**src/rtl/serial_sub_pkg.sv**
```systemverilog
// Shared types and defaults for the bit-serial subtractor.
package serial_sub_pkg;

    typedef enum logic [1:0] {
        IDLE = 2'd0,
        RUN  = 2'd1,
        DONE = 2'd2
    } state_t;

    localparam int DEFAULT_WIDTH = 3;

endpackage

```
**src/rtl/fs_cell.sv**
```systemverilog
// Combinational one-bit full subtractor: D = A - B - Bin, Bout = borrow.
module fs_cell (
    input  logic A,
    input  logic B,
    input  logic Bin,
    output logic D,
    output logic Bout
);

    assign D    = A ^ B ^ Bin;
    assign Bout = (~A & B) | (~(A ^ B) & Bin);

endmodule

```
**src/rtl/serial_sub.sv**
```systemverilog
// Bit-serial subtractor: a - b - bin, LSB first, one bit per clock.
// state | meaning
// IDLE  | ready for an operand pair
// RUN   | shifting one bit per cycle through the full-subtractor cell
// DONE  | result presented, waiting for the consumer
module serial_sub
    import serial_sub_pkg::*;
#(
    parameter  int WIDTH = DEFAULT_WIDTH,
    localparam int CW    = $clog2(WIDTH + 1)
) (
    input  logic             clk,
    input  logic             rst,
    input  logic             in_valid,
    output logic             in_ready,
    input  logic [WIDTH-1:0] a,
    input  logic [WIDTH-1:0] b,
    input  logic             bin,
    output logic             out_valid,
    input  logic             out_ready,
    output logic [WIDTH-1:0] diff,
    output logic             bout,
    output logic             busy
);

    localparam logic [CW-1:0] LAST = CW'(WIDTH - 1);

    state_t           state;
    state_t           state_next;
    logic [WIDTH-1:0] a_sh;
    logic [WIDTH-1:0] b_sh;
    logic [WIDTH-1:0] res;
    logic [WIDTH-1:0] res_next;
    logic [WIDTH-1:0] diff_r;
    logic             bout_r;
    logic             br;
    logic             br_next;
    logic             d;
    logic [CW-1:0]    cnt;

    fs_cell u_fs_cell (
        .A    (a_sh[0]),
        .B    (b_sh[0]),
        .Bin  (br),
        .D    (d),
        .Bout (br_next)
    );

    always_comb begin
        res_next            = res >> 1;
        res_next[WIDTH-1]   = d;
    end

    always_comb begin
        state_next = state;
        in_ready   = 1'b0;
        out_valid  = 1'b0;
        busy       = 1'b1;
        case (state)
            IDLE: begin
                in_ready = 1'b1;
                busy     = 1'b0;
                if (in_valid) begin
                    state_next = RUN;
                end
            end
            RUN: begin
                if (cnt == LAST) begin
                    state_next = DONE;
                end
            end
            DONE: begin
                out_valid = 1'b1;
                if (out_ready) begin
                    state_next = IDLE;
                end
            end
            default: begin
                state_next = IDLE;
            end
        endcase
    end

    always_ff @(posedge clk) begin
        if (rst) begin
            state <= IDLE;
        end else begin
            state <= state_next;
        end
    end

    // Result registers are updated only on completion so diff/bout hold
    // the last result through IDLE and the next RUN.
    always_ff @(posedge clk) begin
        if (rst) begin
            a_sh   <= '0;
            b_sh   <= '0;
            br     <= 1'b0;
            cnt    <= '0;
            res    <= '0;
            diff_r <= '0;
            bout_r <= 1'b0;
        end else begin
            case (state)
                IDLE: begin
                    if (in_valid) begin
                        a_sh <= a;
                        b_sh <= b;
                        br   <= bin;
                        cnt  <= '0;
                        res  <= '0;
                    end
                end
                RUN: begin
                    a_sh <= a_sh >> 1;
                    b_sh <= b_sh >> 1;
                    br   <= br_next;
                    res  <= res_next;
                    cnt  <= cnt + 1'b1;
                    if (cnt == LAST) begin
                        diff_r <= res_next;
                        bout_r <= br_next;
                    end
                end
                default: ;
            endcase
        end
    end

    assign diff = diff_r;
    assign bout = bout_r;

endmodule

```
**config.mk**
```make
export PLATFORM = sky130hd
export DESIGN_NAME = serial_sub
export DESIGN_NICKNAME = d
export VERILOG_FILES = /design/src/rtl/serial_sub_pkg.sv /design/src/rtl/fs_cell.sv /design/src/rtl/serial_sub.sv
export SDC_FILE = /design/constraint.sdc
export NUM_CORES = 1
export LEC_CHECK = 0
export ABC_CLOCK_PERIOD_IN_PS = 1200
export BUFFER_PORTS_ARGS = -buffer_cell sky130_fd_sc_hd__clkbuf_2
export CORE_MARGIN = 8
export CORE_UTILIZATION = 45
export CTS_BUF_LIST = sky130_fd_sc_hd__clkbuf_16
export DETAILED_ROUTE_END_ITERATION = 8
export PLACE_DENSITY = 0.73
export SYNTH_ARGS = -nofsm -noshare
export SYNTH_HDL_FRONTEND = slang
export SYNTH_SLANG_ARGS = --single-unit
```
**constraint.sdc**
```tcl
create_clock -name clk -period 1.2 [get_ports clk]
set_clock_uncertainty 0.1 [all_clocks]
set_input_delay 0.06 -clock clk [delete_from_list [all_inputs] [get_ports clk]]
set_output_delay 0.06 -clock clk [all_outputs]
set_load 0.02 [all_outputs]
```
==> results of run 1 <==
worst reg2reg max path, stage by stage, from the launching register on:
cell and delay, ns:
dfxtp_2 0.32, inv_2 0.05, fa_2 0.60, a22oi_2 0.08, nor2_1 0.13
flip-flops by register name, indices dropped and copies added (netlist names):
name / count
res: 2
br: 1
cnt: 2
state: 2
a_sh: 3
diff: 3
bout: 1
b_sh: 3
placed cells by master (no fill, tap or decap), types with 2 or more instances in the layout:
cell / Yosys / layout
clkbuf_2: 0 / 14
nand3b_1: 3 / 3
dfxtp_1: 17 / 12
inv_1: 6 / 4
buf_6: 1 / 7
o221a_1: 3 / 3
nand2_1: 3 / 3
o21ai_0: 2 / 2
a211oi_1: 2 / 2
nor2b_4: 1 / 3
buf_8: 0 / 2
inv_2: 0 / 3
dlygate4sd3_1: 0 / 6
dfxtp_2: 0 / 4
a21oi_1: 10 / 9
a22oi_2: 0 / 2
clkbuf_16: 0 / 3
nor2_1: 8 / 6
nand3_1: 3 / 2
buf_4: 1 / 11
final cells by class:
class / instances / share of cell area (%)
Sequential cell: 17 / 28.2
Clock buffer: 3 / 6.06
Multi-Input combinational cell: 51 / 36.1
Clock inverter: 1 / 0.303
Timing Repair Buffer: 40 / 26.0
Inverter: 6 / 1.82
Tap cell: 16 / 1.62
kinds of logic after synthesis:
kind of cell | count (synthesis)
DFF | 17
AOI/OAI and AO/OA | 24
adders and majority gates | 2
buffers and inverters | 11
muxes | 1
and+or+nand+nor | 24
layer usage:
layer,vias up,share of wire [%]
li1,357,-
met4,0,0.85
met5,-,0
met1,361,40
met3,4,4.5
met2,18,55
metrics by stage:
step                instances  hold WS (ns)  setup slack, ns  utilization, %
floorplan                  79         0.120          -0.0569               -
global placement          119         0.214          -0.0669            59.7
detailed placement        119         0.221          -0.0919            59.7
CTS                       133       0.00309          -0.0914            74.4
global route              134       0.00430           -0.170            80.4
finish                    134      -0.00992           -0.141            80.4
what timing repair did:
item	4_1_cts	5_1_grt
gates cloned	0	0
setup buffers	4	1
resized for setup	18	22
hold endpoints to repair	6	0
hold buffers	6	0
endpoints found under the setup margin	14	19
pin swaps	5	6
worst min-delay path by stage:
stage                                end  slack (ns)  cells after the start  startpoint
finish              a_sh[1]$_SDFFE_PP0P_       -0.01                      3        a[1]
global route        a_sh[1]$_SDFFE_PP0P_       0.004                      3        a[1]
CTS                 a_sh[1]$_SDFFE_PP0P_       0.003                      3        a[1]
detailed placement  a_sh[2]$_SDFFE_PP0P_        0.22                      3        a[2]
global placement    a_sh[2]$_SDFFE_PP0P_        0.21                      3        a[2]
floorplan           a_sh[2]$_SDFFE_PP0P_        0.12                      2        a[2]
power groups by stage:
stage               clock network (uW)  logic (uW)  registers [uW]
detailed placement                   0         208             627
floorplan                            0         136             623
finish                             643         318             621
global placement                     0         201             627
CTS                                650         263             616
global route                       679         339             624
==> flow_summary.json, run 1 <==
{
  "clk_latency_ns": 0.24,
  "relSlewSlack_pct": 75.2,
  "crit_slowest_cell": "fa_2",
  "nets": 132,
  "rsz0062_at_grt": "true",
  "multiInputGateArea_um2": 447,
  "globalplace.congestion": 0.769,
  "core_mm2": 0.00154,
  "pwr-share-clk_pct": 40.6,
  "start_kind": "flip-flop",
  "grt_util_met3_pct": 4.94,
  "synth_area_per_cell_um2": 9.53,
  "start_util_pct": 48.9,
  "required_ns": 1.27,
  "internal_power_uw": 1220,
  "cts_root_buffer": "clkbuf_16",
  "async_flop_share_pct": 0,
  "io_pins": 18,
  "synthTopCellsByCount": "17 x dfxtp_1, 10 x a21oi_1, 8 x nor2_1",
  "vdd_ir_drop_max_mv": 1.20,
  "endpoint_kind": "flip-flop",
  "status": "finished with violations",
  "synth_area_leaders": "dfxtp_1 45%, a21oi_1 6.6%, o221a_1 4.5%",
  "violations": "negative hold slack, negative setup slack",
  "grt_max_degree": 18,
  "ys_warn_count": 0,
  "hold_slack_ns": -0.00992,
  "p_per_area_mw_per_mm2": 1280,
  "crit_cells": 4,
  "seq_power_share_pct": 39.2,
  "worstPathCellList": "inv_2, fa_2, a22oi_2, nor2_1",
  "cp_max_fo": 2,
  "fin_tns_setup_ns": -0.658,
  "met1_usage_pct": 14.3,
  "switching_share_pct": 23.2,
  "grtUsageMet2_pct": 22.2,
  "diodes": 0,
  "worstPathArrival_ns": 1.41,
  "top_usage_layer": "met2",
  "synth_area_um2": 753,
  "via_per_inst": 5.52,
  "synthAdderAreaFrac_pct": 4.32,
  "min_period_ns": 1.34,
  "drive_gt1_share_pct": 54.2,
  "port_buffers": 17,
  "syn-instance-count": 79,
  "synth_top_area_share_pct": 45.2,
  "cts_num_sinks": 17,
  "ys.flop_type": "dfxtp_1",
  "ff_latch_area_um2": 349,
  "cp_top_family": "adder cells",
  "cts_tree": "built",
  "numCtsBuffers": 3,
  "p_sw_uw": 368,
  "remaining_drc_errors": 0,
  "worst_slew_pin_slew_ns": 0.372,
  "synth_top_family_by_area": "compound AO/OA/AOI/OAI gates",
  "wirelength_um": 2250,
  "synth-seq-area-share_pct": 45.2,
  "p_leak_uw": 0.000510,
  "fillers": 85,
  "grt_pass1_vias": 719,
  "grt_overflow_total": 0,
  "critPathBufInv": 1,
  "die_w_um": 56.9,
  "synth_seq_cells": 17,
  "cts_buffer_depth": 2,
  "rr_startpoint": "b_sh[0]$_SDFFE_PP0P_",
  "die_area_mm2": 0.00324,
  "cts.reportedPaths.clkPinSlew_ns": 0.05,
  "worst-setup-path-type": "reg -> reg",
  "regToRegSetupSlack_ns": -0.14,
  "synth_simple_gate_area_share_pct": 17.9,
  "power_uw": 1580,
  "place_area_um2": 921,
  "antenna_found_initial": 0,
  "max_freq_mhz": 746,
  "min_path_type": "in -> reg",
  "synth-xor-area-share_pct": 0,
  "ant_nets": 0,
  "max_cap_violations": 0,
  "drt-initial-drc-count": 23,
  "reg2reg_to": "res[2]$_SDFFE_PP0P_",
  "yosysTopAreaCell": "dfxtp_1",
  "yosysMostFrequentCell": "dfxtp_1",
  "num_rows": 14,
  "synth_edf_count": 0,
  "setup.worst_path.end": "res[2]$_SDFFE_PP0P_",
  "setup_violations": 12,
  "yosysUniqueCellTypes": 28,
  "comb_power_share_pct": 20.1,
  "area_growth_pct": 64.5,
  "crit_start": "b_sh[0]$_SDFFE_PP0P_",
  "drtPass1Iterations": 4,
  "synth-compound-area-share_pct": 24.1,
  "grt_usage_pct": 12.9,
  "vias": 740,
  "fp.dieH_um": 56.9,
  "fin_area_mm2": 0.00124,
  "max_stage_delay_ns": 0.60,
  "r2r_cells": 4,
  "finalHoldViolCount": 1,
  "drv_slew": 0,
  "syn_nets": 92,
  "dp_hpwl_um": 1240,
  "grt_pass1_wl_um": 3370,
  "post-route-period-util_pct": 112,
  "wire_per_inst_um": 16.8,
  "setup_ws_ns": -0.141,
  "cts-htree-levels": 1,
  "synthMuxAreaShare_pct": 1.33
}
(Power assumes the default switching activity.)
==> run 2, diff against run 1 <==
GPL_TIMING_DRIVEN = 0   (was unset)
==> run 2 against run 1 <==
  * The run ends with negative setup slack left
  * Utilization is 3.9 points lower
  * Register-to-register slack hardly changed
  * Routed wire length is 4.3% lower
  * Clock-buffer cell count stayed put
  * Worst setup slack worse by 0.0040 ns
  * Highest routed layer is now met3
  * Critical path type unchanged
==> flow_summary.json, run 2 (same netlist as run 1, synthesis figures left out) <==
{
  "worstPathArrival_ns": 1.42,
  "cts_tree": "built",
  "start_kind": "flip-flop",
  "max_cap_violations": 0,
  "cts_buffer_depth": 2,
  "port_buffers": 16,
  "diodes": 0,
  "vdd_ir_drop_max_mv": 1.46,
  "grt_overflow_total": 0,
  "core_mm2": 0.00154,
  "grt_usage_pct": 13.4,
  "finalHoldViolCount": 0,
  "max_freq_mhz": 744,
  "numCtsBuffers": 3,
  "dp_cells": 111,
  "drive_gt1_share_pct": 47.0,
  "worst-setup-path-type": "reg -> reg",
  "setup_violations": 15,
  "mostFrequentLayoutCells": "13 x clkbuf_2, 12 x dfxtp_1, 9 x a21oi_1, 8 x buf_6, 7 x nor2_1",
  "drt-initial-drc-count": 29,
  "min_period_ns": 1.34,
  "setup_ws_ns": -0.145,
  "cts.reportedPaths.clkPinSlew_ns": 0.05,
  "drv_slew": 0,
  "violations": "negative setup slack",
  "nets": 129,
  "worst_slew_pin_slew_ns": 0.453,
  "grt_pass1_vias": 703,
  "fillers": 106,
  "antenna_found_initial": 0,
  "via_per_inst": 5.50,
  "dp_hpwl_um": 1230,
  "area_growth_pct": 56.5,
  "remaining_drc_errors": 0,
  "fp.dieH_um": 56.9,
  "endpoint_kind": "flip-flop",
  "p_per_area_mw_per_mm2": 1330,
  "cts_root_buffer": "clkbuf_16",
  "ant_nets": 0,
  "io_pins": 18,
  "wirelength_um": 2150,
  "utilization_pct": 76.5,
  "layout_commonest_cell": "clkbuf_2",
  "grt_pass1_wl_um": 3430,
  "r2r_cells": 4,
  "hold_slack_ns": 0.0220,
  "die_area_mm2": 0.00324,
  "required_ns": 1.28,
  "start_util_pct": 48.9,
  "globalplace.congestion": 0.827,
  "worstHoldPathCells": 3,
  "clk_latency_ns": 0.25,
  "num_rows": 14,
  "relSlewSlack_pct": 69.8,
  "post-route-period-util_pct": 112,
  "cts-htree-levels": 1,
  "die_w_um": 56.9,
  "grt_max_degree": 11,
  "status": "finished with violations",
  "p_leak_uw": 0.000482,
  "cts_num_sinks": 17,
  "cp_max_fo": 2,
  "min_path_type": "in -> reg",
  "vias": 721,
  "final-instance-count-excl-fill": 131,
  "drtPass1Iterations": 6,
  "rsz0062_at_grt": "true",
  "wire_per_inst_um": 16.4
}
run 2: routing by layer:
layer | GRT usage [%] | wire, um | share of wire, % | up-vias
li1 | - | - | - | 347
met1 | 14.8 | 899 | 42 | 354
met2 | 22.6 | 1140 | 53 | 20
met3 | 5.62 | 111 | 5.2 | 0
met4 | 4.03 | 0 | 0 | 0
met5 | 0 | 0 | 0 | -
run 2: area by class of cell:
| cell class | count | area, um^2 | share of cell area [%] |
|---|---|---|---|
| flip-flops and latches | 17 | 347 | 29.4 |
| inverters | 6 | 22.5 | 1.91 |
| clock buffers | 3 | 75.1 | 6.37 |
| repair buffers | 32 | 264 | 22.4 |
| plain buffers | 5 | 41.3 | 3.50 |
| clock inverters | 1 | 3.75 | 0.318 |
| well taps | 16 | 20.0 | 1.70 |
| multi-input cells | 51 | 405 | 34.4 |
run 2: where the power goes:
group | internal (uW) | switching (uW) | leakage [uW]
clock | 442 | 213 | 0.0000423
sequential | 600 | 21.6 | 0.000141
combinational | 157 | 136 | 0.000299
total | 1200 | 371 | 0.000482
run 2: stage by stage:
| step | worst slack (ns) | TNS [ns] | area (um^2) | power (uW) |
|---|---|---|---|---|
| after floorplan | -0.0569 | -0.105 | 757 | 758 |
| after global placement | -0.122 | -0.466 | 857 | 806 |
| after detailed placement | -0.134 | -0.619 | 857 | 813 |
| after CTS | -0.128 | -0.662 | 1160 | 1560 |
| after global routing | -0.184 | -1.83 | 1180 | 1630 |
| final | -0.145 | -1.18 | 1180 | 1570 |
run 2: what timing repair did:
item                                    CTS  global route
endpoints found under the hold margin     6             0
setup buffers                             8             1
gates cloned                              1             0
pin swaps                                 9             6
endpoints found under the setup margin   14            17
hold buffers                              6             0
gates resized for setup                  26             7
run 2: final timing paths:
path | startpoint | slack [ns] | endpoint
worst min register to register | diff[0]$_SDFFE_PP0P_ | 0.36 | diff[0]$_SDFFE_PP0P_
worst min-delay path | b[0] | 0.02 | b_sh[0]$_SDFFE_PP0P_
worst max register to register | b_sh[0]$_SDFFE_PP0P_ | -0.14 | diff[2]$_SDFFE_PP0P_
worst max-delay path | b_sh[0]$_SDFFE_PP0P_ | -0.14 | diff[2]$_SDFFE_PP0P_
run 2: worst max-delay path: stages, from the launching register on:
cell and delay (ns):
dfxtp_2 0.32, inv_2 0.04, fa_2 0.59, nand3_1 0.09, a21oi_1 0.13
==> run 3, diff against run 2 <==
ABC_AREA = 1   (was unset)
==> run 3 against run 2 <==
  * Clock-buffer cell count unchanged
  * Register-to-register slack improved by 0.08 ns
  * Power down 4.5%
  * Clock power rose by 2%
  * Area after synthesis decreased by 1.5%
  * Critical path type unchanged
  * Synthesized cell count grew 37%
  * Fmax up 6.1%
  * Non-clock buffer count shrank 13
  * Sequential power is 1% lower
  * Highest routed layer is now met4
  * Die area shrank 1.1%
  * The flow finishes with violations (negative hold slack, negative setup slack)
==> flow_summary.json, run 3 <==
{
  "status": "finished with violations",
  "violations": "negative hold slack, negative setup slack",
  "wire_per_inst_um": 12.0,
  "synth_area_um2": 742,
  "drive_gt1_share_pct": 32.8,
  "cts_root_buffer": "clkbuf_16",
  "syn_nets": 121,
  "max_cap_violations": 0,
  "drv_slew": 0,
  "regToRegSetupSlack_ns": -0.07,
  "cts-htree-levels": 1,
  "dp_hpwl_um": 1200,
  "drtPass1Iterations": 4,
  "wirelength_um": 1800,
  "r2r_cells": 4,
  "relSlewSlack_pct": 67.3,
  "fp.dieH_um": 56.6,
  "grt_pass1_wl_um": 2840,
  "synth_edf_count": 0,
  "worst-setup-path-type": "reg -> reg",
  "vdd_ir_drop_max_mv": 1.07,
  "diodes": 0,
  "post-route-period-util_pct": 106,
  "min-delay-start": "rst",
  "vias": 746,
  "drt-initial-drc-count": 16,
  "grt_usage_pct": 10.8,
  "remaining_drc_errors": 0,
  "p_per_area_mw_per_mm2": 1440,
  "cts_buffer_depth": 2,
  "yosysTopAreaCell": "dfxtp_1",
  "cts_tree": "built",
  "synth-seq-area-share_pct": 45.9,
  "yosysMostFrequentCell": "nand2_1",
  "via_per_inst": 4.97,
  "die_w_um": 56.6,
  "reg2reg_to": "res[2]$_SDFFE_PP0P_",
  "cts.reportedPaths.clkPinSlew_ns": 0.05,
  "ys.flop_type": "dfxtp_1",
  "synth_seq_cells": 17,
  "start_util_pct": 48.7,
  "layout_commonest_cell": "nand2_1",
  "synthTopCellsByCount": "28 x nand2_1, 21 x nor2_1, 17 x dfxtp_1",
  "min_path_type": "in -> reg",
  "fillers": 124,
  "endpoint_kind": "flip-flop",
  "p_leak_uw": 0.000478,
  "max_freq_mhz": 789,
  "worstHoldEndpoint": "cnt[1]$_SDFFE_PP0P_",
  "numCtsBuffers": 3,
  "grt_pass1_vias": 677,
  "start_kind": "flip-flop",
  "setup_violations": 3,
  "core_mm2": 0.00152,
  "synth_area_leaders": "dfxtp_1 46%, nand2_1 14%, nor2_1 11%",
  "worstPathArrival_ns": 1.35,
  "cts_hold_buffers": 3,
  "setup_ws_ns": -0.0676,
  "syn-instance-count": 108,
  "ys_warn_count": 0,
  "area_growth_pct": 40.6,
  "grt_overflow_total": 0,
  "finalHoldViolCount": 4,
  "die_area_mm2": 0.00320,
  "globalplace.congestion": 0.770,
  "cts_num_sinks": 17,
  "synth_area_per_cell_um2": 6.87,
  "antenna_found_initial": 0,
  "io_pins": 18,
  "ant_nets": 0,
  "rr_startpoint": "b_sh[0]$_SDFFE_PP0P_",
  "required_ns": 1.28,
  "fin_tns_setup_ns": -0.115,
  "num_rows": 14,
  "port_buffers": 17,
  "async_flop_share_pct": 0,
  "grt_max_degree": 11,
  "worst_slew_pin_slew_ns": 0.491,
  "mostFrequentLayoutCells": "25 x nand2_1, 18 x nor2_1, 16 x clkbuf_2, 12 x dfxtp_1",
  "min_period_ns": 1.27,
  "clk_latency_ns": 0.25,
  "rsz0062_at_grt": "true",
  "cp_max_fo": 2,
  "hold_slack_ns": -0.0471,
  "multiInputGateArea_um2": 395,
  "ff_latch_area_um2": 352,
  "nets": 148,
  "yosysUniqueCellTypes": 12,
  "synth_top_area_share_pct": 45.9,
  "worstHoldPathCells": 2,
  "utilization_pct": 68.5
}
## run 3: cell types whose count changed after synthesis, moves of 2 or more
| cell | previous run | this run |
|---|---|---|
| a211oi_1 | 2 | 0 |
| inv_1 | 6 | 14 |
| nand3_1 | 3 | 9 |
| nand2_1 | 3 | 28 |
| nor2b_1 | 2 | 0 |
| nor2_1 | 8 | 21 |
| o221a_1 | 3 | 0 |
| nand3b_1 | 3 | 0 |
| a22oi_1 | 2 | 0 |
| nand2b_1 | 2 | 0 |
## run 3: worst max path at each step
stage / cells past startpoint / start / to
final: 4 / b_sh[0]$_SDFFE_PP0P_ / res[2]$_SDFFE_PP0P_
after global routing: 4 / b_sh[0]$_SDFFE_PP0P_ / res[2]$_SDFFE_PP0P_
after CTS: 4 / br$_SDFFE_PP0P_ / res[2]$_SDFFE_PP0P_
after detailed placement: 5 / state[1]$_SDFFE_PP0P_ / br$_SDFFE_PP0P_
after global placement: 5 / state[1]$_SDFFE_PP0P_ / br$_SDFFE_PP0P_
after floorplan: 4 / b_sh[0]$_SDFFE_PP0P_ / diff[2]$_SDFFE_PP0P_
## run 3: power breakdown
part	switching, uW	internal (uW)	total (uW)
Combinational	126	88.4	214
Sequential	21.4	593	614
Clock	225	446	671
Total	372	1130	1500
## run 3: area by class of cell
cell class | count | share of cell area [%]
Tap cell | 16 | 1.92
Timing Repair Buffer | 22 | 12.7
Multi-Input combinational cell | 75 | 37.9
Buffer | 2 | 1.08
Inverter | 14 | 5.04
Sequential cell | 17 | 33.7
Clock inverter | 1 | 0.480
Clock buffer | 3 | 7.19
## run 3: kinds of logic after synthesis
family	Yosys count	synth area share [%]
compound gates	14	9.44
fa+ha+maj	2	4.38
buf+inv	16	8.60
simple gates	59	31.7
flops	17	45.9
## run 3: per-stage QoR
step	setup WS (ns)	std cells	area [um^2]	total power (uW)
2_1_floorplan	-0.0208	108	744	733
3_3_place_gp	-0.127	141	850	784
3_5_place_dp	-0.174	141	850	790
4_1_cts	-0.0736	149	990	1490
5_1_grt	-0.112	150	1040	1560
6_report	-0.0676	150	1040	1500
## run 3: per-layer routing
layer,global-route usage (%),share of wire [%]
met1,12.2,45
met2,17.1,46
met3,3.82,7.4
met4,6.19,1.9
met5,0,0
## run 3: critical path: stages, from the launching register on
cell	delay (ns)
dfxtp_2	0.31
inv_2	0.04
fa_1	0.56
nand2_1	0.08
a21oi_2	0.11
## run 3: what timing repair did
action	CTS	global route
pin swaps	3	2
gates cloned	0	1
setup endpoints to repair	13	17
hold endpoints to repair	7	4
buffers inserted	1	0
gates resized for setup	12	19
